## src/rtl/vecmac_pkg.sv

```systemverilog
// ----------------------------------------------------------------------------
// vecmac_pkg
//   Shared widths and types for the dot-product datapath (multiply stage,
//   adder tree and accumulator).
//
//   Contents
//     W_OP / W_PROD / W_PSUM / W_ACC : operand, product, partial-sum and
//                                      accumulator widths
//     LANES                          : operand pairs per beat
//     BEATS                          : beats per vector
//     op_t, prod_t, psum_t           : matching logic vector types
// ----------------------------------------------------------------------------
package vecmac_pkg;

  localparam int W_OP   = 8;
  localparam int W_PROD = 2 * W_OP;       // 16
  localparam int W_PSUM = W_PROD + 2;     // 18: 4 products of 16 bits
  localparam int W_ACC  = 26;
  localparam int LANES  = 4;
  localparam int BEATS  = 250;

  typedef logic [W_OP-1:0]   op_t;
  typedef logic [W_PROD-1:0] prod_t;
  typedef logic [W_PSUM-1:0] psum_t;

endpackage : vecmac_pkg

```

## src/rtl/vecmac_mul8.sv

```systemverilog
// ----------------------------------------------------------------------------
// vecmac_mul8
//   Unsigned 8x8 multiplier in LUT fabric with a registered product.
//   This register is pipeline stage S1 of one lane of vecmul_adder_tree.
//
//   Ports
//     clk  : rising-edge clock
//     rst  : synchronous reset, active-high; clears the product register
//     en   : load a*b into the product register
//     a, b : unsigned operands
//     p    : registered product
// ----------------------------------------------------------------------------
module vecmac_mul8
  import vecmac_pkg::*;
(
  input  logic  clk,
  input  logic  rst,
  input  logic  en,
  input  op_t   a,
  input  op_t   b,
  output prod_t p
);

  // Keep the multiplier out of DSP blocks, like the accumulator it feeds.
  (* use_dsp = "no" *) prod_t p_q;

  // NOTE: state is written with non-blocking assignments so every register
  // samples the pre-edge value of every other register.
  always_ff @(posedge clk) begin
    if (rst) begin
      p_q <= '0;
    end else if (en) begin
      p_q <= prod_t'(a) * prod_t'(b);
    end
  end

  assign p = p_q;

endmodule : vecmac_mul8

```

## src/rtl/vecmul_adder_tree.sv

```systemverilog
// ----------------------------------------------------------------------------
// vecmul_adder_tree
//   4-lane unsigned int8 multiply plus a 2-level adder tree. Each valid beat
//   carries 4 operand pairs and produces one partial sum (the dot product of
//   the beat) three registered stages later. 1 beat/clk, no backpressure.
//
//     S1  p_i         = a_i * b_i       (vecmac_mul8, 16 b)
//     S2  s0, s1      = p0+p1, p2+p3    (17 b)
//     S3  partial_sum = s0 + s1         (18 b)
//
//   Ports
//     clk         : rising-edge clock
//     rst         : synchronous reset, active-high (priority over flush)
//     flush       : synchronous pipeline clear, drops all beats in flight and
//                   the beat presented in the same cycle (priority over in_valid)
//     in_valid    : beat present on in_a / in_b
//     in_a, in_b  : lane i = bits [W_OP*i +: W_OP]
//     out_valid   : partial_sum is valid
//     partial_sum : sum over lanes of a_i*b_i; holds while out_valid = 0
//     out_last    : only with VMAT_BEAT_CNT_EN; marks output beat BEATS-1
//
//   Build option
//     VMAT_BEAT_CNT_EN : adds a beat counter over S3 outputs and the out_last
//                        port. Without it, vector framing is left entirely to
//                        the accumulator.
// ----------------------------------------------------------------------------
module vecmul_adder_tree #(
  parameter int LANES = vecmac_pkg::LANES,
  parameter int W_OP  = vecmac_pkg::W_OP,
  parameter int W_OUT = vecmac_pkg::W_PSUM,
  parameter int BEATS = vecmac_pkg::BEATS
) (
  input  logic                  clk,
  input  logic                  rst,
  input  logic                  flush,
  input  logic                  in_valid,
  input  logic [LANES*W_OP-1:0] in_a,
  input  logic [LANES*W_OP-1:0] in_b,
  output logic                  out_valid,
  output logic [W_OUT-1:0]      partial_sum
`ifdef VMAT_BEAT_CNT_EN
  ,
  output logic                  out_last
`endif
);

  localparam int W_PROD = 2 * W_OP;
  localparam int W_SUM  = W_PROD + 1;

  // The tree below is hard-wired for 4 lanes on the package operand type.
  if (LANES != 4) begin : g_bad_lanes
    $error("vecmul_adder_tree: LANES must be 4");
  end
  if (W_OP != vecmac_pkg::W_OP) begin : g_bad_w_op
    $error("vecmul_adder_tree: W_OP must match vecmac_pkg::W_OP");
  end
  if (W_OUT < 2 * W_OP + 2) begin : g_bad_w_out
    $error("vecmul_adder_tree: W_OUT must be >= 2*W_OP+2");
  end
  if (BEATS < 2) begin : g_bad_beats
    $error("vecmul_adder_tree: BEATS must be >= 2");
  end

  // --------------------------------------------------------------------------
  // Valid chain. flush kills every stage on the same edge, including the
  // beat being presented.
  // --------------------------------------------------------------------------
  logic v1, v2;

  always_ff @(posedge clk) begin
    if (rst || flush) begin
      v1        <= 1'b0;
      v2        <= 1'b0;
      out_valid <= 1'b0;
    end else begin
      v1        <= in_valid;
      v2        <= v1;
      out_valid <= v2;
    end
  end

  // --------------------------------------------------------------------------
  // S1: per-lane registered multipliers. Loading only real beats keeps the
  // downstream data stable when idle.
  // --------------------------------------------------------------------------
  logic              s1_en;
  logic [W_PROD-1:0] prod [LANES];

  assign s1_en = in_valid && !flush;

  for (genvar i = 0; i < LANES; i++) begin : g_lane
    vecmac_mul8 u_mul (
      .clk (clk),
      .rst (rst),
      .en  (s1_en),
      .a   (in_a[i*W_OP +: W_OP]),
      .b   (in_b[i*W_OP +: W_OP]),
      .p   (prod[i])
    );
  end

  // --------------------------------------------------------------------------
  // S2 / S3: zero-extended adds; 4*255*255 fits in 18 bits, so no carry-out
  // or saturation handling. Data registers are gated by their stage valid
  // and by flush, so partial_sum holds its last value whenever out_valid = 0.
  // --------------------------------------------------------------------------
  logic [W_SUM-1:0] s0, s1;

  // NOTE: data registers are reset as well as valid bits, so partial_sum
  // reads 0 after reset rather than a stale sum.
  always_ff @(posedge clk) begin
    if (rst) begin
      s0 <= '0;
      s1 <= '0;
    end else if (v1 && !flush) begin
      s0 <= W_SUM'(prod[0]) + W_SUM'(prod[1]);
      s1 <= W_SUM'(prod[2]) + W_SUM'(prod[3]);
    end
  end

  always_ff @(posedge clk) begin
    if (rst) begin
      partial_sum <= '0;
    end else if (v2 && !flush) begin
      partial_sum <= W_OUT'(s0) + W_OUT'(s1);
    end
  end

`ifdef VMAT_BEAT_CNT_EN
  // --------------------------------------------------------------------------
  // Beat counter over S3 outputs. beat_cnt is the index of the beat now
  // entering S3; out_last is registered alongside out_valid.
  // --------------------------------------------------------------------------
  localparam int W_CNT = $clog2(BEATS);
  localparam logic [W_CNT-1:0] LAST_BEAT = W_CNT'(BEATS - 1);

  logic [W_CNT-1:0] beat_cnt;

  always_ff @(posedge clk) begin
    if (rst || flush) begin
      beat_cnt <= '0;
      out_last <= 1'b0;
    end else if (v2) begin
      out_last <= (beat_cnt == LAST_BEAT);
      beat_cnt <= (beat_cnt == LAST_BEAT) ? '0 : beat_cnt + 1'b1;
    end else begin
      out_last <= 1'b0;
    end
  end
`endif

endmodule : vecmul_adder_tree
```

## config.mk

```make
export PLATFORM = sky130hd
export DESIGN_NAME = vecmul_adder_tree
export DESIGN_NICKNAME = d
export VERILOG_FILES = /design/src/rtl/vecmac_pkg.sv /design/src/rtl/vecmac_mul8.sv /design/src/rtl/vecmul_adder_tree.sv
export SDC_FILE = /design/constraint.sdc
export NUM_CORES = 1
export LEC_CHECK = 0
export CORE_UTILIZATION = 35
export DETAILED_ROUTE_END_ITERATION = 16
export PLACE_DENSITY = 0.59
export RECOVER_POWER = 100
export SLEW_MARGIN = 15
export SYNTH_ARGS = -nofsm -noshare
export SYNTH_HDL_FRONTEND = slang
export SYNTH_HIERARCHICAL = 1
export SYNTH_SLANG_ARGS = --single-unit
```

## constraint.sdc

```tcl
create_clock -name clk -period 5.3 [get_ports clk]
set_input_delay 0.795 -clock clk [delete_from_list [all_inputs] [get_ports clk]]
set_output_delay 0.795 -clock clk [all_outputs]
set_load 0.005 [all_outputs]
```

* After elaboration in Yosys (flattened, before gate mapping)
Cells that the tools add are included.
** Storage, ports and cells
- Flip-flop bits (word level) :: 119
- Input bits :: 68
- Output and inout port bits :: 19
- Word-level logic and storage cells :: 22
** Cells by class
- Add/sub/neg operators :: 3
- Multipliers :: 4
- Reduce and logical (&&, ||, !) cells :: 5
** Operators with widths (number)
- $mul 8x8->16 :: 4
- $add 16x16->17 :: 2
- $add 17x17->18 :: 1
- $logic_and 1x1->1 :: 3
- $logic_not 1->1 :: 1
- $logic_or 1x1->1 :: 1

* Logic depth before layout (Yosys ltp)
Gate-level depths: netlist (run 1).
- Depth after elaboration :: 2
- Mapped depth :: 16
- Depth with buffers taken out :: 16

* Hierarchy
The synthesis (run 1) kept the hierarchy.
** By module, submodules not included
- vecmac_mul8 (g_lane[0].u_mul ...) :: instances 2, cells each 306, area an instance 2726.4 µm², sequential area each 320.3 µm²
- vecmul_adder_tree :: instances 1, cells each 538, area an instance 4300.4 µm², sequential area each 1101.1 µm²
- vecmac_mul8 (g_lane[3].u_mul) :: instances 1, cells each 298, area an instance 2660.1 µm², sequential area each 320.3 µm²
- vecmac_mul8 (g_lane[2].u_mul) :: instances 1, cells each 300, area an instance 2656.3 µm², sequential area each 320.3 µm²

* Worst setup path after synthesis (run 1)
No wires, ideal clock.
- Path kind :: input-to-reg
- Start point :: input port in_b[4]
- End point :: register g_lane[0].u_mul.p_q[11]
- Arrival :: 4467 ps
- Required time :: 5183 ps
- Path slack :: 716 ps
- Cell stages on the path :: 15
- Buffers on the path :: 0
- Path through :: and2_1 -> fa_1 -> inv_1 -> fa_1 -> inv_1 -> fa_1 -> inv_1 -> fa_1 -> inv_1 -> ha_1 -> a21o_1 -> a21oi_1 -> a21oi_1 -> or3_1 -> a32o_1
** Between the ends
- Longest elaborated chain between the ends :: 1
** Ends and longest elaborated chain
- from (decl) :: RTL line vecmul_adder_tree.sv:38 : input logic [LANES*W_OP-1:0] in_b,
- $mul 8x8->16 :: RTL line vecmac_mul8.sv:33 : p_q <= prod_t'(a) * prod_t'(b);
- to (signal assigned) :: RTL line vecmac_mul8.sv:33
- to (decl) :: RTL line vecmac_mul8.sv:25 : (* use_dsp = "no" *) prod_t p_q;
No other way between the ends.
A chain may end at the register's enable or synchronous reset.

* Worst setup path in the final report (run 1)
- Start point :: input port in_b[22]
- End point :: register g_lane[2].u_mul.p_q[11]
** Between the ends
- Longest elaborated chain between the ends :: 1
** Ends and longest elaborated chain (RTL line)
- $mul 8x8->16 :: vecmac_mul8.sv:33
- to (signal assigned) :: vecmac_mul8.sv:33
- to (decl) :: vecmac_mul8.sv:25
No other way between the ends.

==> results of run 1 <==
==> per-layer routing <==
layer | global-route usage, % | vias to the layer above | share of wire, %
met3 | 1.72 | 24 | 2.4
li1 | - | 6204 | -
met5 | 0 | - | 0
met1 | 22.4 | 6010 | 48
met4 | 3.78 | 0 | 0.99
met2 | 29.1 | 173 | 48
==> critical path: stages <==
cell,delay [ns]
dlygate4sd3_1,0.71
nand2_1,0.13
fa_1,0.51
fa_1,0.56
inv_1,0.06
fa_1,0.52
inv_1,0.05
fa_1,0.52
inv_1,0.04
ha_1,0.33
nand2_1,0.07
a211oi_1,0.35
o21ai_2,0.14
or4b_1,0.48
o311ai_1,0.11
==> registers in the layout, summed over array words and instances, names as in the netlist <==
signal,cells
g_lane.u_mul/p,64
out_valid,1
partial_sum,18
s0,17
s1,17
v1,1
v2,1
==> layout make-up <==
| cell class | instances | area [um2] |
|---|---|---|
| clock buffer | 19 | 433 |
| clock inverter | 13 | 195 |
| fill | 4265 | 24700 |
| inverter | 212 | 796 |
| multi-input combinational | 1371 | 11700 |
| sequential | 119 | 2380 |
| tap | 539 | 674 |
| timing repair buffer | 149 | 1310 |
==> stage by stage <==
stage | cells | util (%)
3_5_place_dp | 2390 | 40.0
6_report | 2422 | 41.4
2_1_floorplan | 1748 | -
5_1_grt | 2422 | 41.4
4_1_cts | 2422 | 41.5
3_3_place_gp | 2390 | 40.0
==> cell usage after synthesis (11+ instances only) <==
cell type	count
and2_1	187
o21a_1	17
ha_1	193
inv_1	212
xnor2_1	26
nor3_1	22
a21o_1	38
a31oi_1	11
nand2_1	158
nor2b_1	14
nand2b_1	21
dfxtp_1	119
mux2i_1	33
clkbuf_1	28
xor2_1	15
nor2_1	87
a21oi_1	81
a211oi_1	26
nand3_1	40
and3_1	22
fa_1	147
o21ai_0	51
o211ai_1	14
==> kinds of logic after synthesis <==
kind of cell             count (synthesis)
AND/OR/NAND/NOR                        616
XOR/XNOR                                41
flip-flops                             119
multiplexers                            33
AO/OA/AOI/OAI                          341
adder cells (fa/ha/maj)                340
buffers and inverters                  258
==> final timing paths <==
kind / startpoint / depth (start not counted) / to / slack (ns)
setup / recovery: in_b[22] / 15 / g_lane[2].u_mul/p[11] / 0.27
setup reg to reg: g_lane[3].u_mul/p[0] / 8 / s1[8] / 2.69
hold reg to reg: s1[5] / 2 / s1[5] / 0.45
hold / removal: s1[5] / 2 / s1[5] / 0.45
==> power groups by stage <==
| stage | clock network [uW] | registers [uW] | logic (uW) |
|---|---|---|---|
| after global placement | 0 | 1110 | 3100 |
| after floorplan | 0 | 1070 | 2380 |
| after CTS | 1270 | 1100 | 3170 |
| after global routing | 1300 | 1110 | 3570 |
| final | 1240 | 1100 | 3120 |
| after detailed placement | 0 | 1110 | 3140 |
==> results.sh, run 1 <==
export IMPL_seqPwrFrac_pct=20.1
export IMPL_cap_violations=1
export IMPL_nets=2278
export IMPL_cts_tree="done"
export IMPL_first_pass_iters=5
export IMPL_synth_compound_area_share_pct=15.9
export IMPL_die_y_um=210
export IMPL_layout_common_cells="212 x inv_1, 193 x ha_1, 178 x and2_1"
export IMPL_power_switching_uw=2320
export IMPL_synth_cell_types=88
export IMPL_powerDensity_nw_per_um2=312
export IMPL_synthFlopType="dfxtp_1"
export IMPL_fmax_ghz=0.199
export IMPL_critPathCaptureType="flop"
export IMPL_synthMuxAreaShare_pct=2.19
export IMPL_yosysWarnings=6
export IMPL_cts_inserted_buffers=17
export IMPL_wire_per_inst_um=14.6
export IMPL_cts_clk_slew_worst_paths_ns=0.06
export IMPL_ys_ff_latch=119
export IMPL_grt_start_max_net_pins=86
export IMPL_tns_ns=0
export IMPL_setup_slack_ns=0.268
export IMPL_synth_area_leaders="fa_1 20%, ha_1 16%, dfxtp_1 16%, and2_1 7.8%, inv_1 5.3%"
export IMPL_dpl_cell_area_um2=16900
export IMPL_cp_start_kind="primary input"
export IMPL_power_total_uw=5450
export IMPL_fin_skew_ns=0.0197
export IMPL_worst_hold_path_type="reg -> reg"
export IMPL_root_buffer="clkbuf_16"
export IMPL_cts_resized=0
export IMPL_rsz0062_at_grt="no"
export IMPL_critical_path_class="in -> reg"
export IMPL_hold_violations=0
export IMPL_post_dp_hpwl_mm=29.0
export IMPL_p_leak_uw=0.00847
export IMPL_combPwrFrac_pct=57.1
export IMPL_synth_edff_count=0
export IMPL_synth_area_um2=15100
export IMPL_drc=0
export IMPL_min_period_ns=5.03
export IMPL_post_place_ws_ns=0.00928
export IMPL_post_cts_buffers=0
export IMPL_antenna_found_initial=0
export IMPL_relSlewSlack_pct=-103
export IMPL_synth_xor_area_share_pct=2.38
export IMPL_grt_pass1_wl_mm=61.0
export IMPL_design_area_um2=17500
export IMPL_tightest_slew_ns=3.04
export IMPL_first_iter_violations=679
export IMPL_synth_nets=2156
export IMPL_synth_adder_area_share_pct=35.6
export IMPL_overflow=0
export IMPL_syn_instance_count=1748
export IMPL_p_int_uw=3130
export IMPL_critPathArrivalTime_ns=5.37
export IMPL_fin_crit_sh_pct=94.9
export IMPL_synth_simple_gate_area_share_pct=21.6
export IMPL_violations="max-capacitance violations, max-slew violations"
export IMPL_setup_viol=0
export IMPL_synth_top_area_share_pct=19.5
export IMPL_ant_nets=0
export IMPL_ys_async_sr_fraction_pct=0
export IMPL_yosysSeqAreaShare_pct=15.8
export IMPL_pwr_share_clk_pct=22.8
export IMPL_crit_required_ns=5.63
export IMPL_wirelength_mm=35.4
export IMPL_port_buffers=86
export IMPL_dieArea_um2=43900
export IMPL_timing_hold_ws_ns=0.454
export IMPL_htree_num_levels=4
export IMPL_fp_row_count=75
export IMPL_start_util_pct=35.7
export IMPL_area_delta_synth_final_pct=16.0
export IMPL_critPathMaxFanout=8
export IMPL_mostFrequentLayoutCell="inv_1"
export IMPL_synth_top_family_by_area="adder cells"
export IMPL_maxSlewViolCount=67
export IMPL_syn_avg_cell_area_um2=8.62
export IMPL_cts_hold_buffers_added=0
export IMPL_synth_top_area_cell="fa_1"
export IMPL_vdd_drop_max_uv=216
export IMPL_clockBufferDepth=2
export IMPL_grt_pass1_vias=12600
export IMPL_clk_insertion_delay_late_ns=0.44
export IMPL_gr_usage_all_layers_pct=16.8
export IMPL_drive_gt1_share_pct=6.43
export IMPL_antenna_cells=0
export IMPL_coreArea_um2=42200
export IMPL_chipWidth_um=210
export IMPL_status="finished, violations left"
export IMPL_sw_frac_of_total_pct=42.6
export IMPL_viasPerCell=5.12
export IMPL_vias=12400
export IMPL_gp_congestion=0.863
export IMPL_cts_sinks=119
export IMPL_io_pins=87
(Power assumes the default switching activity.)
==> inputs of run 2 (changes only) <==
Settings changed: DONT_BUFFER_PORTS set to 1, PLACE_DENSITY 0.59 to 0.56, RECOVER_POWER 100 to 50, SETUP_SLACK_MARGIN set to 0.1.
==> results.sh, run 2 (synthesized netlist as in run 1, its figures left out) <==
export IMPL_status="finished, violations left"
export IMPL_violations="max-capacitance violations, max-slew violations"
export IMPL_timing_hold_ws_ns=0.454
export IMPL_chipWidth_um=210
export IMPL_crit_required_ns=5.46
export IMPL_powerDensity_nw_per_um2=325
export IMPL_crit_buf_inv=4
export IMPL_mostFrequentLayoutCell="inv_1"
export IMPL_maxSlewViolCount=33
export IMPL_nets=2135
export IMPL_gr_usage_all_layers_pct=16.9
export IMPL_slowest_stage="fa_1"
export IMPL_setup_slack_ns=0.929
export IMPL_tightest_slew_ns=2.90
export IMPL_fin_skew_ns=0.00951
export IMPL_dieArea_um2=43900
export IMPL_cts_inserted_buffers=17
export IMPL_hp_start="s0[8]"
export IMPL_die_y_um=210
export IMPL_antenna_cells=0
export IMPL_viasPerCell=5.24
export IMPL_clockBufferDepth=2
export IMPL_wire_per_inst_um=15.5
export IMPL_cts_hold_buffers_added=0
export IMPL_port_buffers=0
export IMPL_critPathMaxFanout=8
export IMPL_drive_gt1_share_pct=3.68
export IMPL_relSlewSlack_pct=-93.5
export IMPL_htree_num_levels=4
export IMPL_first_pass_iters=5
export IMPL_cap_violations=1
export IMPL_fp_row_count=75
export IMPL_startpoint="in_b[26]"
export IMPL_clk_insertion_delay_late_ns=0.42
export IMPL_overflow=0
export IMPL_vias=11900
export IMPL_cts_clk_slew_worst_paths_ns=0.05
export IMPL_fin_crit_sh_pct=82.5
export IMPL_fmax_ghz=0.229
export IMPL_post_dp_hpwl_mm=28.5
export IMPL_start_util_pct=35.7
export IMPL_worst_hold_path_type="reg -> reg"
export IMPL_layout_common_cells="212 x inv_1, 193 x ha_1, 187 x and2_1"
export IMPL_grt_pass1_vias=12400
export IMPL_wirelength_mm=35.4
export IMPL_critPathCaptureType="flop"
export IMPL_cts_tree="done"
export IMPL_cts_resized=0
export IMPL_cts_sinks=119
export IMPL_critical_path_top_delay_family="adder cells"
export IMPL_coreArea_um2=42200
export IMPL_vdd_drop_max_uv=222
export IMPL_setup_viol=0
export IMPL_first_iter_violations=677
export IMPL_p_leak_uw=0.00781
export IMPL_min_period_ns=4.37
export IMPL_critical_path_class="in -> reg"
export IMPL_cp_slowest_stage_delay_ns=0.53
export IMPL_gp_congestion=0.865
export IMPL_dpl_cell_area_um2=15600
export IMPL_largest_reg_flops=64
export IMPL_hold_violations=0
export IMPL_tns_ns=0
export IMPL_post_cts_buffers=0
export IMPL_grt_pass1_wl_mm=61.5
export IMPL_io_pins=87
export IMPL_reg2reg_from="g_lane[0].u_mul/p[0]"
export IMPL_ant_nets=0
export IMPL_area_delta_synth_final_pct=7.54
export IMPL_cp_start_kind="primary input"
export IMPL_design_area_um2=16200
export IMPL_post_place_ws_ns=0.542
export IMPL_drc=0
export IMPL_critPathArrivalTime_ns=4.53
export IMPL_antenna_found_initial=0
export IMPL_grt_start_max_net_pins=119
export IMPL_path_cells="and2_1 > fa_1 > inv_1 > fa_1 > inv_1 > fa_1 > inv_1 > fa_1 > inv_1 > ha_1 > a21o_1 > a21oi_1 > nand2_1 > a311o_1 > xnor2_1 > a211oi_1"
export IMPL_rsz0062_at_grt="no"
export IMPL_root_buffer="clkbuf_16"
-- run 2: power breakdown --
group	switching [uW]	internal (uW)	leakage, uW
Combinational	1710	1230	0.00653
Clock	419	818	0.000306
Sequential	88.9	1010	0.000968
-- run 2: worst reg2reg max path, stage by stage, from the launching register on --
cell and delay [ns]:
dfxtp_1 0.35, ha_1 0.24, fa_1 0.43, a211o_1 0.33, a21oi_1 0.19, o21ai_0 0.26
a31oi_1 0.29, nor4_1 0.07, a311o_1 0.34
-- run 2: per-stage QoR --
| stage | cells | total power [uW] | utilization (%) |
|---|---|---|---|
| detailed placement | 2247 | 4050 | 37.0 |
| floorplan | 1748 | 3450 | - |
| global placement | 2247 | 4030 | 37.0 |
| finish | 2278 | 5270 | 38.4 |
| global route | 2278 | 5810 | 38.4 |
| CTS | 2278 | 5330 | 38.5 |
-- run 2: path summary, 6_finish.rpt --
| check | to | slack (ns) | cells after the start |
|---|---|---|---|
| worst min-delay path | s0[8] | 0.45 | 2 |
| worst min register to register | s0[8] | 0.45 | 2 |
| worst max register to register | s0[10] | 2.68 | 8 |
| worst max-delay path | g_lane[3].u_mul/p[15] | 0.93 | 16 |
-- run 2: cell type report --
class | count | area (um2)
Clock inverter | 9 | 148
Multi-Input combinational cell | 1371 | 11700
Timing Repair Buffer | 6 | 42.5
Fill cell | 4286 | 26000
Tap cell | 539 | 674
Clock buffer | 22 | 474
Sequential cell | 119 | 2380
Inverter | 212 | 796
-- run 2: layer usage --
metal / share of wire [%] / track usage (%) / wire length [um]
met5: 0 / 0 / 0
met4: 0.60 / 2.34 / 211
met3: 2.5 / 2.36 / 901
met2: 48 / 29.0 / 17000
met1: 49 / 22.8 / 17300
